**src/rtl/programmable_sclk_divider.sv**
```systemverilog
// Run-time programmable clock divider: registered s_clk plus rise/fall strobes in the clk domain.
// A divisor change takes effect only on a period wrap, so s_clk never produces a runt pulse.
module programmable_sclk_divider #(
  parameter int CNT_W       = 8,
  parameter int DEFAULT_DIV = 5
) (
  input  logic             clk,
  input  logic             rst,
  input  logic             en,
  input  logic [CNT_W-1:0] div_in,
  input  logic             div_load,
  output logic             s_clk,
  output logic             rise_stb,
  output logic             fall_stb,
  output logic [CNT_W-1:0] div_active,
  output logic             div_err
);

  localparam logic [CNT_W-1:0] DEF = CNT_W'(DEFAULT_DIV);

  logic [CNT_W-1:0] cnt_q, cnt_d;
  logic [CNT_W-1:0] div_active_q, pend_q;
  logic             pend_vld_q;
  logic             s_clk_q, rise_q, fall_q, err_q;

  logic             load_ok, load_bad, wrap, pend_vld_eff;
  logic [CNT_W-1:0] pend_eff, d_eff, hi_eff;

  // A load in the wrap cycle bypasses the pending register.
  always_comb begin
    load_ok      = div_load && (div_in >= CNT_W'(2));
    load_bad     = div_load && (div_in <  CNT_W'(2));
    pend_vld_eff = load_ok | pend_vld_q;
    pend_eff     = load_ok ? div_in : pend_q;
    wrap         = (cnt_q == div_active_q - CNT_W'(1));
    d_eff        = (wrap && pend_vld_eff) ? pend_eff : div_active_q;
    hi_eff       = d_eff - (d_eff >> 1);
    cnt_d        = wrap ? '0 : cnt_q + CNT_W'(1);
  end

  always_ff @(posedge clk) begin
    if (rst) begin
      cnt_q        <= DEF - CNT_W'(1);
      div_active_q <= DEF;
      pend_q       <= DEF;
      pend_vld_q   <= 1'b0;
      s_clk_q      <= 1'b0;
      rise_q       <= 1'b0;
      fall_q       <= 1'b0;
      err_q        <= 1'b0;
    end else begin
      err_q  <= load_bad;
      rise_q <= 1'b0;
      fall_q <= 1'b0;
      if (en) begin
        cnt_q   <= cnt_d;
        s_clk_q <= (cnt_d < hi_eff);
        rise_q  <= (cnt_d == '0);
        fall_q  <= (cnt_d == hi_eff);
      end
      if (en && wrap) begin
        div_active_q <= d_eff;
        pend_vld_q   <= 1'b0;
      end else if (load_ok) begin
        pend_q     <= div_in;
        pend_vld_q <= 1'b1;
      end
    end
  end

  assign s_clk      = s_clk_q;
  assign rise_stb   = rise_q;
  assign fall_stb   = fall_q;
  assign div_active = div_active_q;
  assign div_err    = err_q;

endmodule

```
**config.mk**
```make
export PLATFORM = sky130hd
export DESIGN_NAME = programmable_sclk_divider
export DESIGN_NICKNAME = d
export VERILOG_FILES = /design/src/rtl/programmable_sclk_divider.sv
export SDC_FILE = /design/constraint.sdc
export NUM_CORES = 1
export LEC_CHECK = 0
export ABC_AREA = 1
export CAP_MARGIN = 5
export CORE_MARGIN = 3
export CORE_UTILIZATION = 59
export CTS_BUF_LIST = sky130_fd_sc_hd__clkbuf_4 sky130_fd_sc_hd__clkbuf_8
export DETAILED_ROUTE_END_ITERATION = 7
export PLACE_DENSITY = 0.83
export SLEW_MARGIN = 20
export SYNTH_ARGS = -nofsm -noshare
export SYNTH_HDL_FRONTEND = slang
export SYNTH_SLANG_ARGS = --single-unit
```
**constraint.sdc**
```tcl
create_clock -name clk -period 4.5 [get_ports clk]
set_input_delay 0.45 -clock clk [delete_from_list [all_inputs] [get_ports clk]]
set_output_delay 0.45 -clock clk [all_outputs]
set_load 0.1 [all_outputs]
```
Yosys cells after proc, flatten, opt, wreduce, memory -nomap -nowiden:

Index checks and enable logic that the tools add are counted.
W data, S select, Z words.

* multiplexer cells: 3
* add/subtract/negate cells: 3
* equality and inequality tests: 2
* reductions and logical operators: 7
* bitwise gates (word level): 2
* magnitude comparators: 3

Operator list (number)
* $mux W8: 3
* $eq A8 B8 Y1: 2
* $add A8 B1 Y8 const B: 1
* $ge A8 B2 Y1 const B: 1
* $logic_not A8 Y1: 1
* $lt A8 B2 Y1 const B: 1
* $lt A8 B8 Y1: 1
* $sub A8 B1 Y8 const B: 1
* $sub A8 B7 Y8: 1
* $logic_and A1 B1 Y1: 4
* $reduce_or A2 Y1: 2
* $not A1 Y1: 1
* $or A1 B1 Y1: 1

* register bits after elaboration: 29
* output and inout port bits: 12

Longest topological paths before layout:

* depth in word-level cells: 7
* mapped depth: 28
* gate-level depth less buffers: 28

Worst setup path before layout:

Ideal clock, no wire load.

* kind: register to register
* from: reg div_active_q[0], in the netlist div_active[0]
* to: reg s_clk_q, in the netlist s_clk
* arrival: 4.229 ns
* clock period less this slack: 4.360 ns
* buffers on the path: 0
* library setup time: 0.131 ns
* slack: 0.140 ns
* cell stages (with the launch flop): 28
* path through: dfxtp_1 > inv_1 > ha_1 > inv_1 > nand2_1 > nand2_1 > nor2_1 > nand3_1 > nor2_2 > nand3_4 > nor2_4 > nand2_1 > nand2_1 > ha_1 > inv_1 > fa_1 > nand3_1 > nand2_1 > nand2_1 > nand2_1 > a21oi_1 > xor2_1 > ha_1 > nand2_1 > nor2_1 > nand2_1 > o211ai_1 > o21ai_0

* word-level cells in the longest chain between the ends: 6
* elaborated cells on any way between the ends: 7
* those cells by class: 2 x add/sub; 1 x order compare; 1 x eq/ne; 2 x mux; 1 x reduce/logical

Ends and longest elaborated chain
* start, declared: line 22 `logic [CNT_W-1:0] div_active_q, pend_q;`
* start signal, assigned: line 44 `div_active_q <= DEF;`
* start signal, assigned: line 62 `div_active_q <= d_eff;`
* $sub A8 B1 Y8: line 35 `wrap = (cnt_q == div_active_q - CNT_W'(1));`
* $eq A8 B8 Y1: line 35
* $logic_and A1 B1 Y1: line 36 `d_eff = (wrap && pend_vld_eff) ? pend_eff : div_active_q;`
* $mux W8: line 36
* net d_eff[1]: line 27 `logic [CNT_W-1:0] pend_eff, d_eff, hi_eff;`
* $sub A8 B7 Y8: line 37 `hi_eff = d_eff - (d_eff >> 1);`
* $lt A8 B8 Y1: line 57 `s_clk_q <= (cnt_d < hi_eff);`
* end signal, assigned: line 57
* end, declared: line 24 `logic s_clk_q, rise_q, fall_q, err_q;`

The timed path passes the listed nets, and every way through them passes these cells.
A chain may end at the register's enable or synchronous reset.

Worst setup path after layout:

Same ends and word-level chain as after synthesis.

==> out/metrics.json <==
{
  "outcome": "finished clean",
  "wl_per_cell_um": 12.4,
  "first_global_vias": 2114,
  "worst_ep_required_ps": 4660,
  "crit_path_max_delay_family": "simple AND/OR/NAND/NOR gates",
  "global_route_wire_length_before_repair_um": 9450,
  "cts-htree-levels": 2,
  "cp_common_cell": "nand2_1",
  "ff_latch_area_um2": 581,
  "post_synth_inst_count": 361,
  "worst_skew_pair.late_latency_ps": 280,
  "antenna_found_initial": 0,
  "cts_hold_buffers": 0,
  "post-synth-top-area-fraction_pct": 25.5,
  "layout.cell_area.non_filler_um2": 2660,
  "timing_worst_slew_pin_value_ps": 1010,
  "critical_path.max_fanout": 12,
  "fmax_ghz": 0.249,
  "worst_hold_path.endpoint": "pend_q[6]",
  "floorplan.die.height_um": 68.2,
  "io-pin-count": 24,
  "setup_viol": 0,
  "synth_warnings": 0,
  "clock_skew_ps": 3.22,
  "reg2reg_from": "div_active[0]",
  "drt.antenna.violating_nets": 0,
  "grt_max_degree": 13,
  "clock_sink_count": 29,
  "critical_path.slowest_cell": "dfxtp_1",
  "ys_seq_area_share_pct": 25.5,
  "layout-drive-gt1-share_pct": 8.95,
  "worstHoldPathCells": 2,
  "wirelength_um": 5440,
  "die-width_um": 68.2,
  "final_min_period_over_clock_period_pct": 89.3,
  "fp.dieArea_um2": 4650,
  "synth_top_cells_by_count": "129 x nand2_1, 54 x inv_1, 30 x nor2_1",
  "cp-end-kind": "flip-flop",
  "synth.most_common_cell": "nand2_1",
  "clk_pin_slew_worst_paths_ps": 70,
  "critical_path.reg2reg.endpoint": "s_clk",
  "max-slew-margin-rel_pct": 32.6,
  "hold_viol_final": 0,
  "post_synth_main_area_contributors": "dfxtp_1 25%, nand2_1 21%, ha_1 9.3%",
  "number_of_buffers_and_inverters_on_the_critical_path": 3,
  "reg2reg_setup_slack_ps": 480,
  "drtPass1Iterations": 4,
  "place_hpwl_um": 4460,
  "period_needed_ps": 4020,
  "cts_made_buffers": 5,
  "placement.io_buffers": 23,
  "post-cts-setup-buffer-count": 0,
  "fillerInstances": 310,
  "critical_path.startpoint_type": "flip-flop",
  "global_route.overflow_total": 0,
  "num_vias": 2272,
  "ff2ff_path_depth": 27,
  "ctsResizeCount": 0,
  "clock_tree_from_tritoncts": "done",
  "grt_use_total_pct": 26.9,
  "cts_buffer_depth": 2,
  "post-synth-top-area-cell": "dfxtp_1",
  "fp-row-count": 21,
  "core_area_um2": 3520,
  "holdCritPathClass": "reg2reg",
  "multiInputGateArea_um2": 1460,
  "synthArstFlopShare_pct": 0,
  "summed_negative_setup_slack_over_all_endpoints_ps": 0,
  "gp_routability_congestion": 0.901,
  "initial_core_util_pct": 64.8,
  "finalMaxSlewViolations": 0,
  "critPathKind": "reg2reg",
  "min_delay_startpoint": "pend_q[6]",
  "antenna_cells_inserted": 0,
  "drt_drc_violations_left": 0,
  "post_drt_via_cell_ratio": 5.20,
  "count_of_state_elements_after_synthesis": 29,
  "fin_nets": 420,
  "initialDrtViolationCount": 228,
  "drv.max_cap_violation_count": 0,
  "syn-mean-instance-area_um2": 6.32,
  "synth_fp_nets": 391,
  "unrepaired_setup_endpoints_after_global_routing": "false",
  "number_of_enable_type_register_cells_in_the_synthesized_netlist": 0,
  "critPathArrivalTime_ps": 4180,
  "synthDistinctLibCells": 28,
  "placedInstanceArea_um2": 2560,
  "synth-main-ff-cell": "dfxtp_1",
  "synth_area_um2": 2280,
  "cts_root_buf": "clkbuf_8",
  "area.growth.synth_to_final_pct": 16.6,
  "cp_max_stage_delay_ps": 400
}
## per-layer routing
metal / GRT usage, % / wire [um] / share of wire [%]
met5: 0 / 0 / 0
met4: 11.2 / 104 / 1.9
met3: 4.76 / 229 / 4.2
met2: 44.2 / 2570 / 47
met1: 34.5 / 2530 / 46
## state kept, by name, indices dropped and copies added, names as in the netlist
register	flops
s_clk	1
div_err	1
pend_q	8
cnt_q	8
pend_vld_q	1
rise_stb	1
div_active	8
fall_stb	1
## cells by family (layout without fill, tap and decap cells)
kind of cell | Yosys count | count (layout) | synth area share (%)
adder cells (fa/ha/maj) | 18 | 18 | 10.2
XOR/XNOR | 12 | 12 | 4.61
buffers and inverters | 61 | 91 | 10.4
AND/OR/NAND/NOR | 206 | 206 | 40.5
flip-flops | 29 | 29 | 25.5
AO/OA/AOI/OAI | 35 | 35 | 8.83
## metrics by stage
stage	hold WS (ps)	worst slack, ps	instances	util [%]
2_1_floorplan	419	140	361	-
6_report	446	480	437	75.5
3_5_place_dp	435	360	429	72.6
5_1_grt	484	54.1	437	75.5
3_3_place_gp	431	528	429	72.6
4_1_cts	449	491	437	75.5
## worst max-delay path by stage
stage | depth (start not counted) | slack (ps) | start | endpoint
2_1_floorplan | 27 | 140 | div_active[0] | s_clk
3_3_place_gp | 23 | 530 | div_in[4] | s_clk
3_5_place_dp | 23 | 360 | div_in[4] | s_clk
4_1_cts | 27 | 490 | div_active[0] | s_clk
5_1_grt | 28 | 50 | div_active[0] | s_clk
6_report | 27 | 480 | div_active[0] | s_clk
## layout by cell type (no fill, tap or decap), drive strengths merged, types with 2 or more instances in the layout
cell / count
nand2: 135
inv: 60
nor2: 39
dfxtp: 29
nand3: 24
clkdlybuf4s50: 23
ha: 17
a21oi: 15
o21ai: 12
xnor2: 7
o22ai: 7
clkbuf: 7
xor2: 5
nand4: 4
nor3: 2
## worst reg2reg max path: stages, from the launching register on
cell and delay, ps:
dfxtp_1 400, inv_1 150, ha_1 330, inv_1 40, nand2_1 60, nand2_1 40, nor2_1 130, nand3_1 100
nor2_2 130, nand3_4 190, nor2_4 200, nand2_1 70, nand2_1 160, ha_1 170, inv_1 60, fa_1 400
nand3_1 110, nand2_1 60, nand2_1 80, nand2_1 50, a21oi_1 150, xor2_1 90, ha_1 270, nand2_1 70
nor2_1 150, nand2_1 70, o211ai_1 80, o21ai_0 90
## final cells by class
cell class / instances / share of cell area [%]
multi-input cells: 271 / 55.1
flip-flops and latches: 29 / 21.8
repair buffers: 23 / 8.66
inverters: 60 / 8.47
clock buffers: 7 / 3.62
well taps: 46 / 2.16
clock inverters: 1 / 0.188
Power is not shown: default switching activity piles up to over one toggle a cycle in this logic, so the estimate is an artifact.
